`config.mk`:
```
export PLATFORM = sky130hd
export DESIGN_NAME = pwm_to_pcm
export DESIGN_NICKNAME = d
export VERILOG_FILES = /design/src/rtl/pwm_pcm_pkg.sv /design/src/rtl/bit_sync.sv /design/src/rtl/pwm_to_pcm.sv
export SDC_FILE = /design/constraint.sdc
export NUM_CORES = 1
export LEC_CHECK = 0
export BUFFER_PORTS_ARGS = -buffer_cell sky130_fd_sc_hd__buf_2
export CAP_MARGIN = 30
export CORE_ASPECT_RATIO = 0.5
export CORE_MARGIN = 1.5
export CORE_UTILIZATION = 53
export CTS_CLUSTER_SIZE = 16
export DETAILED_ROUTE_END_ITERATION = 16
export HOLD_SLACK_MARGIN = 0.1
export PLACE_DENSITY = 0.82
export SLEW_MARGIN = 25
export SYNTH_ARGS = -nofsm -noshare
export SYNTH_HDL_FRONTEND = slang
export SYNTH_SLANG_ARGS = --single-unit
```
`constraint.sdc`:
```
create_clock -name clk -period 1.9 [get_ports clk]
set_input_delay 0.19 -clock clk [delete_from_list [all_inputs] [get_ports clk]]
set_output_delay 0.19 -clock clk [all_outputs]
set_load 0.005 [all_outputs]
```
`src/rtl/pwm_pcm_pkg.sv`:
```
// pwm_pcm_pkg: shared definitions for the PWM-to-PCM receiver.
//   PERIOD_BITS_DEFAULT / PCM_W_DEFAULT : default frame exponent and sample width
//   MIDSCALE                            : count for a 50% duty frame at the default period
//   state_t                             : receiver FSM states
//   sat_to_pcm()                        : frame count -> signed PCM with top-end saturation
package pwm_pcm_pkg;

  localparam int unsigned PERIOD_BITS_DEFAULT = 12;
  localparam int unsigned PCM_W_DEFAULT       = 16;
  localparam int unsigned MIDSCALE            = 1 << (PERIOD_BITS_DEFAULT - 1);

  typedef enum logic [0:0] {
    StSyncWait = 1'b0,  // waiting for the first rising edge or the no-edge timeout
    StMeasure  = 1'b1   // frame-aligned counting, permanent until reset
  } state_t;

  // count is a high-cycle total in 0 .. 2**period_bits. The result occupies the low pcm_w
  // bits. A full-high frame would map to +2**(pcm_w-1), one past the signed maximum, so it is
  // clamped instead of wrapping negative.
  function automatic logic [31:0] sat_to_pcm(input logic [31:0] count,
                                             input int unsigned period_bits,
                                             input int unsigned pcm_w);
    logic signed [31:0] diff;
    logic [31:0]        res;
    if (count >= (32'(1) << period_bits)) begin
      res = (32'(1) << (pcm_w - 1)) - 32'(1);
    end else begin
      diff = $signed(count) - $signed(32'(1) << (period_bits - 1));
      res  = 32'(diff <<< (pcm_w - period_bits));
    end
    return res;
  endfunction

endpackage

```
`src/rtl/bit_sync.sv`:
```
// bit_sync: multi-flop synchronizer for a single asynchronous bit.
//   clk  : destination clock
//   rst  : asynchronous active-high reset, clears every stage to 0
//   d_i  : asynchronous input
//   q_o  : synchronized output, Stages cycles of latency
module bit_sync #(
  parameter int unsigned Stages = 2
) (
  input  logic clk,
  input  logic rst,
  input  logic d_i,
  output logic q_o
);

  logic [Stages-1:0] sync_q;

  always_ff @(posedge clk or posedge rst) begin
    if (rst) begin
      sync_q <= '0;
    end else begin
      sync_q <= {sync_q[Stages-2:0], d_i};
    end
  end

  assign q_o = sync_q[Stages-1];

endmodule

```
`src/rtl/pwm_to_pcm.sv`:
```
// pwm_to_pcm: recovers signed PCM samples from a 1-bit PWM stream by counting high cycles
// over frames of 2**PERIOD_BITS clocks, and presents one sample per frame on valid/ready.
//   clk       : sample clock, same rate as the PWM source counter
//   rst       : asynchronous active-high reset
//   pwm_in    : asynchronous PWM input
//   pcm_out   : signed recovered sample, stable while pcm_valid=1
//   pcm_valid : sample available, held until accepted
//   pcm_ready : consumer accepts when pcm_valid & pcm_ready at posedge
//   overrun   : sticky, a completed frame was dropped because of backpressure
//   locked    : frame measurement has started
// Build option: define PWM_TO_PCM_AVG_EN to output the mean of the last 4 frame counts.
module pwm_to_pcm
  import pwm_pcm_pkg::*;
#(
  parameter int unsigned PERIOD_BITS = PERIOD_BITS_DEFAULT,
  parameter int unsigned PCM_W       = PCM_W_DEFAULT,
  parameter int unsigned SYNC_STAGES = 2
) (
  input  logic             clk,
  input  logic             rst,
  input  logic             pwm_in,
  output logic [PCM_W-1:0] pcm_out,
  output logic             pcm_valid,
  input  logic             pcm_ready,
  output logic             overrun,
  output logic             locked
);

  localparam int unsigned CntW   = PERIOD_BITS + 1;
  localparam int unsigned MidVal = 1 << (PERIOD_BITS - 1);

  logic                   pwm_s;
  logic                   pwm_d1_q;
  logic                   rise;
  state_t                 state_q, state_d;
  logic [PERIOD_BITS-1:0] wait_cnt_q, wait_cnt_d;
  logic [PERIOD_BITS-1:0] frame_cnt_q, frame_cnt_d;
  logic [CntW-1:0]        high_cnt_q, high_cnt_d;
  logic [CntW-1:0]        frame_count;
  logic [CntW-1:0]        conv_count;
  logic                   frame_done;
  logic [PCM_W-1:0]       pcm_conv;
  logic [PCM_W-1:0]       pcm_q, pcm_d;
  logic                   valid_q, valid_d;
  logic                   overrun_q, overrun_d;

  bit_sync #(
    .Stages(SYNC_STAGES)
  ) u_pwm_sync (
    .clk(clk),
    .rst(rst),
    .d_i(pwm_in),
    .q_o(pwm_s)
  );

  assign rise = pwm_s & ~pwm_d1_q;

  always_comb begin
    state_d     = state_q;
    wait_cnt_d  = wait_cnt_q;
    frame_cnt_d = frame_cnt_q;
    high_cnt_d  = high_cnt_q;
    frame_done  = 1'b0;
    // The current cycle's level is included so the last frame cycle is not lost.
    frame_count = high_cnt_q + CntW'(pwm_s);
    unique case (state_q)
      StSyncWait: begin
        wait_cnt_d = wait_cnt_q + PERIOD_BITS'(1);
        // All-ones means 2**PERIOD_BITS cycles have passed without an edge.
        if (rise || (&wait_cnt_q)) begin
          state_d     = StMeasure;
          wait_cnt_d  = '0;
          frame_cnt_d = '0;
          high_cnt_d  = '0;
        end
      end
      StMeasure: begin
        frame_cnt_d = frame_cnt_q + PERIOD_BITS'(1);
        if (&frame_cnt_q) begin
          frame_done = 1'b1;
          high_cnt_d = '0;
        end else begin
          high_cnt_d = frame_count;
        end
      end
      default: state_d = StSyncWait;
    endcase
  end

`ifdef PWM_TO_PCM_AVG_EN
  localparam int unsigned SumW = CntW + 2;

  logic [CntW-1:0] hist_q [4];
  logic [SumW-1:0] sum_q, sum_d;

  // Running sum: drop the oldest count, add the newest, so the mean is available in the
  // same cycle the frame completes.
  always_comb begin
    sum_d      = sum_q - SumW'(hist_q[3]) + SumW'(frame_count);
    conv_count = sum_d[SumW-1:2];
  end

  always_ff @(posedge clk or posedge rst) begin
    if (rst) begin
      for (int i = 0; i < 4; i++) begin
        hist_q[i] <= CntW'(MidVal);
      end
      sum_q <= SumW'(4 * MidVal);
    end else if (frame_done) begin
      hist_q[0] <= frame_count;
      for (int i = 1; i < 4; i++) begin
        hist_q[i] <= hist_q[i-1];
      end
      sum_q <= sum_d;
    end
  end
`else
  assign conv_count = frame_count;
`endif

  assign pcm_conv = PCM_W'(sat_to_pcm(32'(conv_count), PERIOD_BITS, PCM_W));

  always_comb begin
    pcm_d     = pcm_q;
    valid_d   = valid_q;
    overrun_d = overrun_q;
    if (frame_done) begin
      // A same-cycle acceptance frees the holding register for the new sample.
      if (!valid_q || pcm_ready) begin
        pcm_d   = pcm_conv;
        valid_d = 1'b1;
      end else begin
        overrun_d = 1'b1;
      end
    end else if (valid_q && pcm_ready) begin
      valid_d = 1'b0;
    end
  end

  always_ff @(posedge clk or posedge rst) begin
    if (rst) begin
      pwm_d1_q    <= 1'b0;
      state_q     <= StSyncWait;
      wait_cnt_q  <= '0;
      frame_cnt_q <= '0;
      high_cnt_q  <= '0;
      pcm_q       <= '0;
      valid_q     <= 1'b0;
      overrun_q   <= 1'b0;
    end else begin
      pwm_d1_q    <= pwm_s;
      state_q     <= state_d;
      wait_cnt_q  <= wait_cnt_d;
      frame_cnt_q <= frame_cnt_d;
      high_cnt_q  <= high_cnt_d;
      pcm_q       <= pcm_d;
      valid_q     <= valid_d;
      overrun_q   <= overrun_d;
    end
  end

  assign pcm_out   = pcm_q;
  assign pcm_valid = valid_q;
  assign overrun   = overrun_q;
  assign locked    = (state_q == StMeasure);

endmodule
```
Yosys cells after proc, flatten, opt, wreduce, memory -nomap -nowiden
Index checks and enable logic that the tools add are counted.
{"block": "op_classes", "addsub": 4, "order_cmp": 1, "eq_ne": 2, "mux": 14, "n_bitwise": 4, "reduce_logical": 10}
{"op": "two-way mux 13 bit", "count": 2}
{"op": "one-hot mux 13 bit (2 select lines)", "count": 1}
{"op": "adder 12 x 1 -> 12 bit, second input constant", "count": 2}
{"op": "two-way mux 12 bit", "count": 2}
{"op": "one-hot mux 12 bit (2 select lines)", "count": 1}
{"op": "AND reduction 12 bit", "count": 2}
{"op": "two-way mux 16 bit", "count": 1}
{"op": "adder 13 x 1 -> 13 bit", "count": 1}
{"op": ">= comparator 13 bit, second input constant", "count": 1}
{"op": "subtractor 12 bit, second input constant", "count": 1}
{"op": "two-way mux 1 bit", "count": 7}
{"op": "AND reduction 2 bit", "count": 3}
{"op": "NOT 1 bit", "count": 3}
{"op": "logical OR 1 bit", "count": 2}
{"op": "inequality test 2 x 1 -> 1 bit, second input constant", "count": 1}
{"op": "inequality test 2 bit, second input constant", "count": 1}
{"op": "nonzero test 2 bit", "count": 1}
{"op": "bitwise AND 1 bit", "count": 1}
{"op": "logical AND 1 bit", "count": 1}
{"op": "zero test 1 bit", "count": 1}
{"block": "totals", "ff_bits": 59, "output_inout_bits": 19}

Depth between registers and ports, before layout
{"block": "logic_depth", "depth_word": 5, "mapped_depth": 7, "mapped_depth_nobuf": 6}

Hierarchy
From an unflattened synthesis, not the netlist that was laid out.
{"block": "unflattened", "cells_unflattened": 276, "hier_area_um2": 2867.8}
{"module": "pwm_to_pcm", "instances": 1, "cells_each": 273, "area_each_um2": 2813.9, "seq_area_each_um2": 1351.3}
{"module": "bit_sync", "instances": 1, "cells_each": 3, "area_each_um2": 53.8, "seq_area_each_um2": 50.0}

Worst setup path before layout
OpenSTA, ideal clock, no wires.
{"block": "synth_timing", "kind": "register -> register", "start": "register wait_cnt_q[0]", "end": "register high_cnt_q[3]", "t_arrival_ns": 1.727, "path_slack_ns": 0.049, "path_stages_with_launch": 8, "n_path_buf": 2, "cell_sequence": "dfrtp_1 > ha_1 > and4_1 > nand4_4 > and2_1 > buf_2 > buf_6 > a211o_1"}
{"block": "synth_via", "elab_chain_cells": 3}
{"item": "start, declared", "line_no": "pwm_to_pcm.sv:36", "rtl": "logic [PERIOD_BITS-1:0] wait_cnt_q, wait_cnt_d;"}
{"item": "start signal, assigned", "line_no": "pwm_to_pcm.sv:153", "rtl": "wait_cnt_q <= wait_cnt_d;"}
{"item": "AND reduction 12 bit", "line_no": "pwm_to_pcm.sv:70", "rtl": "if (rise || (&wait_cnt_q)) begin"}
{"item": "logical OR 1 bit", "line_no": "pwm_to_pcm.sv:70"}
{"item": "inequality test 2 bit (no line)"}
{"item": "end signal, assigned", "line_no": "pwm_to_pcm.sv:155", "rtl": "high_cnt_q <= high_cnt_d;"}
{"item": "end, declared", "line_no": "pwm_to_pcm.sv:38", "rtl": "logic [CntW-1:0] high_cnt_q, high_cnt_d;"}
Every way passes these cells.
A chain may end at the register's enable or synchronous reset.

Worst setup path after layout
{"block": "layout_timing", "start": "register frame_cnt_q[0]", "end": "register high_cnt_q[7]"}
{"block": "layout_via", "elab_chain_cells": 3}
{"item": "start, declared", "line_no": "pwm_to_pcm.sv:37", "rtl": "logic [PERIOD_BITS-1:0] frame_cnt_q, frame_cnt_d;"}
{"item": "start signal, assigned", "line_no": "pwm_to_pcm.sv:154", "rtl": "frame_cnt_q <= frame_cnt_d;"}
{"item": "AND reduction 12 bit", "line_no": "pwm_to_pcm.sv:79", "rtl": "if (&frame_cnt_q) begin"}
{"item": "two-way mux 13 bit", "line_no": "pwm_to_pcm.sv:79"}
{"item": "one-hot mux 13 bit (2 select lines)", "line_no": "pwm_to_pcm.sv:66", "rtl": "unique case (state_q)"}
Every way passes these cells.

==> reports/summary.txt <==
commonest non-fill, non-tap cell in the layout: dfrtp_1
FFs w/ async S/R, synth: 100%
final period demand of the worst path: 1.78 ns
nets: 309
Max-cap violations: 0
TritonCTS clock tree: built
status: finished clean
WL/cell: 15.0 µm
final-report setup violation count: 0
CTS root buffer: clkbuf_8
# placed instances: 362
area of the multi-input gates: 1320 µm²
Yosys cell types: 50
Max FO, Critical Path: 5
remaining global-route overflow: 0
Worst Hold Path EP: overrun
RR Startpoint: frame_cnt_q[0]
Synth-to-Final Area Change: 12.4%
fin. max-slew vios: 0
Vias per Instance: 5.97
VDD IR max: 0.443 mV
# Post-CTS Setup Buffers: 0
Setup CP Type: flip-flop to flip-flop
most frequent cells in the layout: dfrtp_1, buf_2, nand2_1, a21oi_1
crit end category: flip-flop
critical path's largest stage delay: 0.41 ns
Max Freq: 563 MHz
Worst EP arrival: 1.99 ns
first-pass GRT wire length: 9320 µm
Core Rows: 18
EDFF count, synth: 0
FF+latch area: 1400 µm²
Sink Count: 56
R2R depth: 5
DP HPWL: 3940 µm
Layout fillers: 387
Most used DFF post-synth: dfrtp_1
core box area: 5040 µm²
drt pass-1 iters: 4
largest net degree at the start of global routing: 57
Clock Tree Buf Depth: 2
Power Density: 890 nW/µm²
register area share after synthesis: 49.3%
Post-Route Utilization: 63.4%
slowest library cell on the worst path: o41a_1
GRT Overall Usage: 21.0%
CTS H-tree depth: 2
r2r setup slk: 0.12 ns
post-route ant nets: 0
drt total wl: 5580 µm
n_diodes: 0
residual DRC count: 0
Buffers on Ports: 22
DRT iter0 DRCs: 118
Hold Vio Cnt, Final: 0
worst hold stages: 4
Die H: 54.8 µm
reg2reg end: high_cnt_q[7]
I/O pin count: 23
actual slew at the worst max-slew pin: 0.681 ns
GP Congestion: 0.855
fin cells: 372
total CTS buffers: 5
worst hold start: pcm_ready
clk_lat worst skew: 0.32 ns
LEAKAGE: 1.54 nW
vias in the first global route: 2044
share of cells above drive strength 1: 21.9%
die width: 107 µm
Mapped Area: 2850 µm²
RSZ-0062 raised after global routing: no
Syn Nets: 280
Crit path required time: 2.11 ns
Worst Hold Class: input port to flip-flop
Startpoint Class: flip-flop
Synth Register Bits: 56
Final Skew: 0.0126 ns
crit share post-route: 93.5%
Synth warnings: 0
Post-Synthesis Cells: 272
clk slew on worst S/H paths: 0.11 ns
syn_area_per_cell: 10.5 µm²
effective utilization at floorplan: 56.4%
post-route setup TNS: 0 ns
slew margin rel.: 54.6%
routed vias: 2222
initial antenna violation count: 0
CP cell instances: ha_1 -> nand3_2 -> o41a_1 -> and3_1 -> a211o_1
die area: 5840 µm²
metrics by stage:
| stage | setup WS, ns | cell area, µm² | hold slack, ns | power (mW) |
|---|---|---|---|---|
| 2_1_floorplan | 0.0491 | 2850 | 0.221 | 2.00 |
| 5_1_grt | 0.00741 | 3200 | 0.387 | 3.03 |
| 6_report | 0.123 | 3200 | 0.383 | 2.85 |
| 3_5_place_dp | 0.0859 | 3080 | 0.299 | 2.17 |
| 3_3_place_gp | 0.166 | 3080 | 0.300 | 2.13 |
| 4_1_cts | 0.0693 | 3190 | 0.381 | 2.86 |
final cells by class:
class	count	share of cell area, %
Clock buffer	5	2.15
Clock inverter	3	0.782
Inverter	9	1.06
Multi-Input combinational cell	189	41.2
Sequential cell	56	43.8
Tap cell	70	2.74
Timing Repair Buffer	40	8.22
kinds of logic (layout without fill, tap and decap cells):
family	after synthesis	count (layout)	synth area share (%)
XOR/XNOR	20	20	6.16
flip-flops	56	56	49.3
adder cells (fa/ha/maj)	4	4	1.76
AND/OR/NAND/NOR	89	89	19.3
buffers and inverters	27	57	4.66
AO/OA/AOI/OAI	73	73	17.8
multiplexers	3	3	1.10
metal layers:
metal / up-vias / track usage, % / routed length [µm]
li1: 1072 / - / -
met1: 1093 / 26.7 / 2700
met2: 48 / 36.5 / 2590
met3: 9 / 4.64 / 214
met4: 0 / 7.78 / 76
met5: - / 0 / 0
worst max path at each step:
stage | startpoint | to | slack, ns | cells after the start
global placement | frame_cnt_q[0] | high_cnt_q[7] | 0.17 | 5
finish | frame_cnt_q[0] | high_cnt_q[7] | 0.12 | 5
global route | wait_cnt_q[0] | wait_cnt_q[5] | 0.007 | 6
detailed placement | frame_cnt_q[0] | high_cnt_q[7] | 0.09 | 5
floorplan | wait_cnt_q[0] | high_cnt_q[3] | 0.05 | 7
CTS | frame_cnt_q[0] | high_cnt_q[7] | 0.07 | 5
sequential cells by signal, summed over array words and instances, names as in the netlist:
signal             cells
high_cnt_q            13
overrun                1
pcm_valid              1
wait_cnt_q            12
pcm_out               13
u_pwm_sync.sync_q      2
locked                 1
frame_cnt_q           12
pwm_d1_q               1
where the power goes:
group | switching (mW) | internal [mW]
Sequential | 0.222 | 1.35
Clock | 0.407 | 0.269
Combinational | 0.274 | 0.327
cell usage after synthesis (5+ instances only):
master / n / area (µm²)
clkbuf_1: 6 / 22.5
a21oi_1: 16 / 80.1
or3_1: 5 / 31.3
a31oi_1: 11 / 68.8
dfrtp_1: 56 / 1400
and3_1: 7 / 43.8
a22o_1: 9 / 78.8
buf_2: 6 / 30.0
xnor2_1: 9 / 78.8
nand2_1: 18 / 67.6
nand3_1: 16 / 80.1
nor3_1: 5 / 25.0
o21ai_0: 14 / 70.1
inv_1: 9 / 33.8
nand4_1: 13 / 81.3
xor2_1: 11 / 96.3
what timing repair did:
| item | CTS | global route |
|---|---|---|
| hold endpoints to repair | 57 | 0 |
| hold buffers | 2 | 0 |
| endpoints found under the setup margin | 0 | 17 |
| resized for setup | 0 | 3 |
critical path: cells and delay by family, from the launching register on:
family	cells	cell delay, ns
fa+ha+maj	1	0.25
flops	1	0.40
compound gates	2	0.67
simple gates	2	0.34
Note: power is estimated with default switching activity, not from simulation.
